`src/rtl/usb_tx_pkg.sv`:
```
// Shared types and CRC-16/USB helpers for the USB transmit scheduler.
package usb_tx_pkg;

    typedef enum logic [1:0] {
        IDLE   = 2'd0,
        DATA   = 2'd1,
        CRC_LO = 2'd2,
        CRC_HI = 2'd3
    } tx_state_t;

    localparam logic [15:0] CRC16_POLY_REFL = 16'hA001;
    localparam logic [15:0] CRC16_INIT      = 16'hFFFF;

    // Reflected CRC-16: the byte is consumed LSB first.
    function automatic logic [15:0] crc16_byte_step(input logic [15:0] crc, input logic [7:0] data);
        logic [15:0] c;
        c = crc;
        for (int i = 0; i < 8; i++) begin
            if (c[0] ^ data[i]) begin
                c = (c >> 1) ^ CRC16_POLY_REFL;
            end else begin
                c = c >> 1;
            end
        end
        return c;
    endfunction

endpackage

```
`src/rtl/usb_crc16_byte.sv`:
```
// Combinational one-byte CRC-16/USB update.
module usb_crc16_byte
    import usb_tx_pkg::*;
(
    input  logic [15:0] crc,
    input  logic [7:0]  data,
    output logic [15:0] next_crc
);

    assign next_crc = crc16_byte_step(crc, data);

endmodule

```
`src/rtl/usb_tx_scheduler.sv`:
```
// Round-robin scheduler sharing one USB transmit channel among NUM_REQ sources;
// streams the winner's payload and appends its CRC-16 (low byte first).
module usb_tx_scheduler
    import usb_tx_pkg::*;
#(
    parameter int NUM_REQ = 4,
    parameter int DATA_W  = 8,
    parameter int LEN_W   = 4
) (
    input  logic                      clk,
    input  logic                      reset,
    input  logic [NUM_REQ-1:0]        req,
    input  logic [NUM_REQ*LEN_W-1:0]  req_len,
    input  logic [NUM_REQ*DATA_W-1:0] req_data,
    output logic [NUM_REQ-1:0]        gnt,
    output logic [NUM_REQ-1:0]        data_ack,
    output logic                      tx_valid,
    output logic [DATA_W-1:0]         tx_data,
    input  logic                      tx_ready,
    output logic                      tx_last,
    output logic                      busy
);

    localparam int IDX_W = (NUM_REQ > 1) ? $clog2(NUM_REQ) : 1;

    tx_state_t          state_q;
    tx_state_t          state_d;
    logic [NUM_REQ-1:0] gnt_q;
    logic [IDX_W-1:0]   last_winner_q;
    logic [LEN_W-1:0]   len_q;
    logic [LEN_W-1:0]   byte_cnt_q;
    logic [15:0]        crc_q;
    logic [15:0]        crc_next;

    logic [LEN_W-1:0]   len_arr  [NUM_REQ];
    logic [DATA_W-1:0]  data_arr [NUM_REQ];
    logic [DATA_W-1:0]  cur_byte;

    logic               arb_found;
    logic [IDX_W-1:0]   arb_pick;
    logic [IDX_W-1:0]   arb_cand;
    logic               hs;
    logic               last_byte;

    for (genvar g = 0; g < NUM_REQ; g++) begin : g_unpack
        assign len_arr[g]  = req_len[g*LEN_W +: LEN_W];
        assign data_arr[g] = req_data[g*DATA_W +: DATA_W];
    end

    // During a packet last_winner_q is the granted source.
    assign cur_byte = data_arr[last_winner_q];

    // Scan upward from the source after the previous winner, wrapping around.
    always_comb begin
        arb_found = 1'b0;
        arb_pick  = '0;
        arb_cand  = '0;
        for (int i = 1; i <= NUM_REQ; i++) begin
            arb_cand = IDX_W'((int'(last_winner_q) + i) % NUM_REQ);
            if (!arb_found && req[arb_cand]) begin
                arb_found = 1'b1;
                arb_pick  = arb_cand;
            end
        end
    end

    usb_crc16_byte u_crc (
        .crc      (crc_q),
        .data     (cur_byte),
        .next_crc (crc_next)
    );

    assign hs        = tx_valid && tx_ready;
    assign last_byte = (byte_cnt_q == (len_q - LEN_W'(1)));

    always_ff @(posedge clk or negedge reset) begin
        if (!reset) begin
            state_q <= IDLE;
        end else begin
            state_q <= state_d;
        end
    end

    always_comb begin
        state_d  = state_q;
        tx_valid = 1'b0;
        tx_data  = '0;
        tx_last  = 1'b0;
        case (state_q)
            IDLE: begin
                if (arb_found) begin
                    state_d = (len_arr[arb_pick] != '0) ? DATA : CRC_LO;
                end
            end
            DATA: begin
                tx_valid = 1'b1;
                tx_data  = cur_byte;
                if (tx_ready && last_byte) begin
                    state_d = CRC_LO;
                end
            end
            CRC_LO: begin
                tx_valid = 1'b1;
                tx_data  = ~crc_q[7:0];
                if (tx_ready) begin
                    state_d = CRC_HI;
                end
            end
            CRC_HI: begin
                tx_valid = 1'b1;
                tx_data  = ~crc_q[15:8];
                tx_last  = 1'b1;
                if (tx_ready) begin
                    state_d = IDLE;
                end
            end
            default: state_d = IDLE;
        endcase
    end

    always_ff @(posedge clk or negedge reset) begin
        if (!reset) begin
            gnt_q         <= '0;
            last_winner_q <= IDX_W'(NUM_REQ - 1);
            len_q         <= '0;
            byte_cnt_q    <= '0;
            crc_q         <= CRC16_INIT;
        end else begin
            case (state_q)
                IDLE: begin
                    if (arb_found) begin
                        gnt_q         <= NUM_REQ'(1) << arb_pick;
                        last_winner_q <= arb_pick;
                        len_q         <= len_arr[arb_pick];
                        byte_cnt_q    <= '0;
                        crc_q         <= CRC16_INIT;
                    end
                end
                DATA: begin
                    if (hs) begin
                        crc_q      <= crc_next;
                        byte_cnt_q <= byte_cnt_q + LEN_W'(1);
                    end
                end
                CRC_HI: begin
                    if (hs) begin
                        gnt_q <= '0;
                    end
                end
                default: ;
            endcase
        end
    end

    assign gnt      = gnt_q;
    assign data_ack = (state_q == DATA && tx_ready) ? gnt_q : '0;
    assign busy     = (state_q != IDLE);

endmodule

```
`config.mk`:
```
export PLATFORM = sky130hd
export DESIGN_NAME = usb_tx_scheduler
export DESIGN_NICKNAME = d
export VERILOG_FILES = /design/src/rtl/usb_tx_pkg.sv /design/src/rtl/usb_crc16_byte.sv /design/src/rtl/usb_tx_scheduler.sv
export SDC_FILE = /design/constraint.sdc
export NUM_CORES = 1
export LEC_CHECK = 0
export ABC_CLOCK_PERIOD_IN_PS = 3250
export CAP_MARGIN = 20
export CORE_UTILIZATION = 48
export CTS_CLUSTER_SIZE = 40
export DETAILED_ROUTE_END_ITERATION = 16
export GPL_ROUTABILITY_DRIVEN = 0
export PLACE_DENSITY = 0.82
export SETUP_SLACK_MARGIN = 0.4
export SLEW_MARGIN = 20
export SYNTH_ARGS = -nofsm -noshare
export SYNTH_HDL_FRONTEND = slang
export SYNTH_HIERARCHICAL = 1
export SYNTH_SLANG_ARGS = --single-unit
export TNS_END_PERCENT = 10
```
`constraint.sdc`:
```
create_clock -name clk -period 3.25 [get_ports clk]
set_input_delay 0.325 -clock clk [delete_from_list [all_inputs] [get_ports clk]]
set_output_delay 0.325 -clock clk [all_outputs]
set_load 0.01 [all_outputs]
```
==> results of run 1 <==
-- timing repair --
item,in CTS,in global routing
hold buffers,0,0
pin swaps,2,3
resized for setup,8,3
endpoints found under the setup margin,1,7
setup buffers,4,0
-- worst max-delay path by stage --
stage            endpoint  slack (ps)  cells past startpoint
2_1_floorplan    crc_q[0]         440                      9
3_3_place_gp     crc_q[0]         360                      7
3_5_place_dp     crc_q[0]         280                      7
4_1_cts        tx_data[0]         430                      5
5_1_grt          crc_q[0]         290                      7
6_report         crc_q[0]         420                      7
-- routing by layer --
layer  share of wire, %  GRT usage [%]
met5                  0              0
met4                2.7           10.9
met3                7.9           7.54
met2                 49           43.0
met1                 40           31.4
-- Yosys cell counts (all sizes together) --
master / number / area share (%)
o21a: 2 / 0.67
nor3: 2 / 0.41
buf: 10 / 3.2
o31ai: 1 / 0.31
nor2b: 1 / 0.26
clkbuf: 10 / 1.5
nand2b: 2 / 0.82
o21ai: 39 / 8.0
nand3: 4 / 0.82
nand3b: 1 / 0.31
o211ai: 7 / 2.4
xnor2: 19 / 6.8
o22a: 1 / 0.36
a311oi: 1 / 0.36
inv: 30 / 4.6
nor2: 18 / 2.8
a2111oi: 2 / 0.97
and2: 2 / 0.51
a31oi: 2 / 0.51
ha: 7 / 3.6
o22ai: 5 / 1.3
dfstp: 18 / 19
a2bb2oi: 2 / 0.97
xor2: 5 / 1.8
mux2: 3 / 1.4
o221ai: 1 / 0.36
or3: 1 / 0.26
dfrtp: 14 / 14
nand2: 11 / 1.7
or3b: 1 / 0.36
xor3: 1 / 1.0
mux2i: 11 / 4.5
a21o: 4 / 1.2
mux4: 8 / 7.4
a222oi: 8 / 3.3
a22o: 1 / 0.36
xnor3: 1 / 0.92
a21boi: 1 / 0.31
a21oi: 1 / 0.20
-- final cells by class --
type / instances / share of cell area, %
clock buffer: 8 / 2.37
inverter: 30 / 3.34
multi-input combinational: 176 / 43.2
sequential: 32 / 24.5
tap: 67 / 2.48
timing repair buffer: 82 / 24.1
-- power by group --
part	switching (mW)	total, mW	internal, mW
Combinational	1.35	2.97	1.62
Clock	0.140	0.292	0.152
Sequential	0.196	0.886	0.690
Total	1.68	4.15	2.46
-- worst max-delay path, delay by kind of cell (launching register included) --
| family | cells | cell delay, ps |
|---|---|---|
| compound gates | 2 | 250 |
| flops | 1 | 660 |
| mux | 1 | 560 |
| xor+xnor | 4 | 1280 |
-- kinds of logic (layout without fill, tap and decap cells) --
family / Yosys count / in the layout / share of synthesized area, %
compound gates: 78 / 78 / 21.5
buf+inv: 50 / 120 / 9.31
simple gates: 43 / 43 / 8.18
flops: 32 / 32 / 33.7
xor+xnor: 26 / 26 / 10.5
mux: 22 / 22 / 13.2
fa+ha+maj: 7 / 7 / 3.58
-- state kept, by name, indices dropped and copies added, names as in the netlist --
| signal | cells |
|---|---|
| state_q | 2 |
| last_winner_q | 2 |
| crc_q | 16 |
| byte_cnt_q | 4 |
| gnt | 4 |
| len_q | 4 |
-- through the flow --
step	setup slack, ps	utilization, %	hold slack, ps	cell area (µm²)	cells
floorplan	438	-	29.4	2450	258
global placement	357	66.1	497	3180	383
detailed placement	281	66.1	505	3180	383
CTS	432	69.8	457	3360	395
global route	292	70.1	487	3380	395
finish	418	70.1	459	3380	395
==> metrics, run 1 <==
Final HPWL DP 4.85 mm; Maximum Capacitance Violations 0; Max Root-Sink Buffers 2; Synth cell types 46; clk sinks 32; Filler Cells Inserted 369; Crit path arrival time 3040 ps; worst-margin pin slew 560 ps; largest net degree at the start of global routing 36; Top-Level Pins 74; CTS tree done; aggregate global-route resource usage 25.9%; CTS clock-pin slew for the worst setup and hold paths 70 ps; H-tree levels 2; Antenna Cells 0; R2R depth 7; Worst setup EP type flop; VDD IR max 0.000855 V; via/cell ratio 5.71; Reg-to-Reg Start last_winner_q[0]; worst-path cell chain mux4_2, xnor2_2, xor2_1, xor3_2, xnor3_1, o21ai_1, o21ai_0; 1st-iter DRT viols 221; Die H 73.4 µm; synth-to-layout area growth 38.0%; multi-input logic area 0.00146 mm²; Design Power 4.15 mW; die area 0.00539 mm²; Via Count 2,255; crit path from last_winner_q[0]; Setup TNS 0 ps; RSZ-0062 raised after global routing true; DRC violation count after routing 0; Final Max Tran Viols 0; Seq/Total Area, Yosys 33.7%; Max-slew headroom 62.6%; CTS Buf Count 5; startpoint class of the critical path flop; fin crit share 87.1%; root cell of the clock tree clkbuf_8; synthesized area 0.00245 mm²; Initial Util 50.8%; Post-Syn Nets 320; clock skew 11.8 ps; PwrDens 1230 mW/mm²; Leakage 1.43 nW; vias in the first global route 2,136; DR pass1 iterations 5; Setup CP Type reg2reg; commonest cells after routing, fill and taps aside clkdlybuf4s50_1, o21ai_0, inv_1; Gate Count Post-Synth 258; post-layout minimum cycle time 2830 ps; WL/cell 16.8 µm; status finished clean; Antenna Nets Post-Route 0; Total Wirelength 6.64 mm; Worst path slowest cell dfstp_4; gr ovfl total 0; reg2reg setup slack 420 ps; HP Class in2async; Synth Warn # 6; Syn Area/Cell 9.48 µm²; fmax 353 MHz; leading cell type in the layout, fill and taps excluded clkdlybuf4s50_1; first-pass GRT wire length 10.2 mm; crit path max fanout 4; final setup vio count 0; initial antenna violation count 0; # port buffers 73; Yosys reg bits 32; clk_lat worst skew 280 ps; Core Region 0.00482 mm²; Seq. cell area 827 µm²; Final Hold Viols 0; row cnt 25; fin nets 389; crit-path max cell delay 660 ps; DIE WIDTH 73.4 µm; FF-to-FF End crc_q[0]; fraction of layout cells with a size suffix above 1 17.1%; Crit path required time 3450 ps
No activity file was read; power rests on OpenSTA's default activity.
==> inputs of run 2 (changes only) <==
- SKIP_LAST_GASP: default -> 1
==> results of run 2 <==
Same layout as run 1: the final DEF is identical, and so are final timing and power.
==> inputs of run 3 (changes only) <==
- CORE_MARGIN: default -> 2
- CORE_UTILIZATION: 48 -> 40
- PLACE_DENSITY: 0.82 -> 0.7
==> run 3 against run 2 <==
  * Largest cell class unchanged
  * Die area increased by 25%
  * Via count decreased by 2.2%
  * Register-to-register slack improved by 40 ps
  * Sequential power decreased by 1%
  * Core utilization decreased by 12 points
  * Cell count increased by 2.3%
  * Largest power group unchanged
  * Maximum frequency about the same
  * Flip-flop and latch count unchanged
  * Critical path depth decreased by 2
  * Non-clock buffer count increased by 1
  * Global-route usage decreased by 5.8 points
  * Highest routed layer unchanged
  * Clock skew decreased by 2.1 ps
==> metrics, run 3 (synthesis results as in run 1) <==
initial antenna violation count 0 (unchanged); DR pass1 iterations 5 (unchanged); aggregate global-route resource usage 20.1% (was 25.9%); Antenna Cells 0 (unchanged); H-tree levels 2 (unchanged); RSZ-0062 raised after global routing true (unchanged); Top delay family on crit path flip-flops (was XOR/XNOR gates); Post-Route Utilization 58.0% (was 70.1%); Layout Cells excl Fill 404 (was 395); Worst Path Buf+Inv 2 (was 0); Largest register FFs 16 (unchanged); WL/cell 15.9 µm (was 16.8 µm); fmax 353 MHz (about the same); synth-to-layout area growth 40.4% (was 38.0%); Antenna Nets Post-Route 0 (unchanged); final worst slack 420 ps (was 418 ps); Max-slew headroom 59.3% (was 62.6%); DIE WIDTH 82.2 µm (was 73.4 µm); via/cell ratio 5.46 (was 5.71); die area 0.00676 mm² (was 0.00539 mm²); # port buffers 73 (unchanged); Filler Cells Inserted 544 (was 369); DRC violation count after routing 0 (unchanged); PwrDens 1210 mW/mm² (was 1230 mW/mm²); Final Max Tran Viols 0 (unchanged); clk_lat worst skew 290 ps (was 280 ps); Core Region 0.00592 mm² (was 0.00482 mm²); Post-Layout Inst Area 0.00343 mm² (was 0.00338 mm²); hold buffer count at CTS 0 (unchanged); Final HPWL DP 4.56 mm (was 4.85 mm); fin nets 390 (was 389); Leakage 1.44 nW (was 1.43 nW); Die H 82.2 µm (was 73.4 µm); 1st-iter DRT viols 117 (was 221); status finished clean (unchanged); clock skew 9.69 ps (was 11.8 ps); CTS tree done (unchanged); row cnt 28 (was 25); fraction of layout cells with a size suffix above 1 17.9% (was 17.1%); post-layout minimum cycle time 2830 ps (about the same); fin crit share 87.1% (about the same); HP Class in2async (unchanged); Worst path slowest cell dfstp_4 (unchanged); VDD IR max 0.00111 V (was 0.000855 V); crit path max fanout 4 (unchanged); Place WS 237 ps (was 281 ps); final setup vio count 0 (unchanged); startpoint class of the critical path flop (unchanged); CTS clock-pin slew for the worst setup and hold paths 70 ps (about the same); largest net degree at the start of global routing 35 (was 36); leading cell type in the layout, fill and taps excluded clkdlybuf4s50_1 (unchanged); Via Count 2,205 (was 2,255); Crit path required time 2920 ps (was 3450 ps); Setup CP Type reg2out (was reg2reg); dpl cells 391 (was 383); root cell of the clock tree clkbuf_8 (unchanged); crit-path max cell delay 640 ps (was 660 ps); Maximum Capacitance Violations 0 (unchanged); Worst setup EP type output pin (was flop); Max Root-Sink Buffers 2 (unchanged); CTS Buf Count 5 (unchanged); Crit path arrival time 2500 ps (was 3040 ps); Final Hold Viols 0 (unchanged); commonest cells after routing, fill and taps aside clkdlybuf4s50_1, o21ai_0, inv_1 (unchanged); worst-margin pin slew 611 ps (was 560 ps); Initial Util 41.3% (was 50.8%); clk sinks 32 (unchanged); first-pass GRT wire length 10.2 mm (about the same); Top-Level Pins 74 (unchanged); Placed Area 0.00319 mm² (was 0.00318 mm²); Design Power 4.15 mW (about the same); worst-path cell chain buf_6, mux4_2, a222oi_1, nor2_1, clkdlybuf4s50_1 (was mux4_2, xnor2_2, xor2_1, xor3_2, xnor3_1, o21ai_1, o21ai_0); Total Wirelength 6.41 mm (was 6.64 mm); Setup TNS 0 ps (unchanged); Biggest register crc_q (unchanged); worst-case hold slack 430 ps (was 459 ps); vias in the first global route 2,188 (was 2,136); gr ovfl total 0 (unchanged)
==> run 3: power by group <==
group,leakage (nW),internal (mW),switching [mW]
Clock,0.0552,0.227,0.156
Sequential,0.369,0.689,0.187
Combinational,1.01,1.51,1.38
==> run 3: layout make-up <==
class / instances / area (µm²) / area share, %
clock buffers: 6 / 72.6 / 2.11
clock inverters: 2 / 35.0 / 1.02
inverters: 30 / 113 / 3.28
multi-input cells: 176 / 1470 / 42.8
flip-flops and latches: 32 / 827 / 24.1
well taps: 75 / 93.8 / 2.73
repair buffers: 83 / 822 / 23.9
==> run 3: timing repair <==
action | 4_1_cts | 5_1_grt
resized for setup | 6 | 8
gates cloned | 0 | 0
buffers inserted | 2 | 3
pin swaps | 0 | 4
endpoints found under the setup margin | 5 | 7
==> run 3: routing by layer <==
layer  track usage [%]  wire length (µm)  share of wire [%]  vias to the layer above
met5                 0                 0                  0                        -
met4              8.67               123                1.9                        0
met3              4.78               406                6.3                       13
met2              34.6              3160                 49                       79
met1              23.7              2730                 43                     1064
li1                  -                 -                  -                     1049
==> run 3: path summary, 6_finish.rpt <==
kind / from / endpoint / slack, ps / cells past startpoint
max: last_winner_q[0] / tx_data[0] / 420 / 5
min: reset / gnt[2] / 430 / 2
max reg2reg: last_winner_q[0] / crc_q[14] / 460 / 8
min reg2reg: crc_q[10] / crc_q[10] / 520 / 2
max in group asynchronous: reset / crc_q[10] / 2470 / 2
min in group clk: crc_q[10] / crc_q[10] / 520 / 2
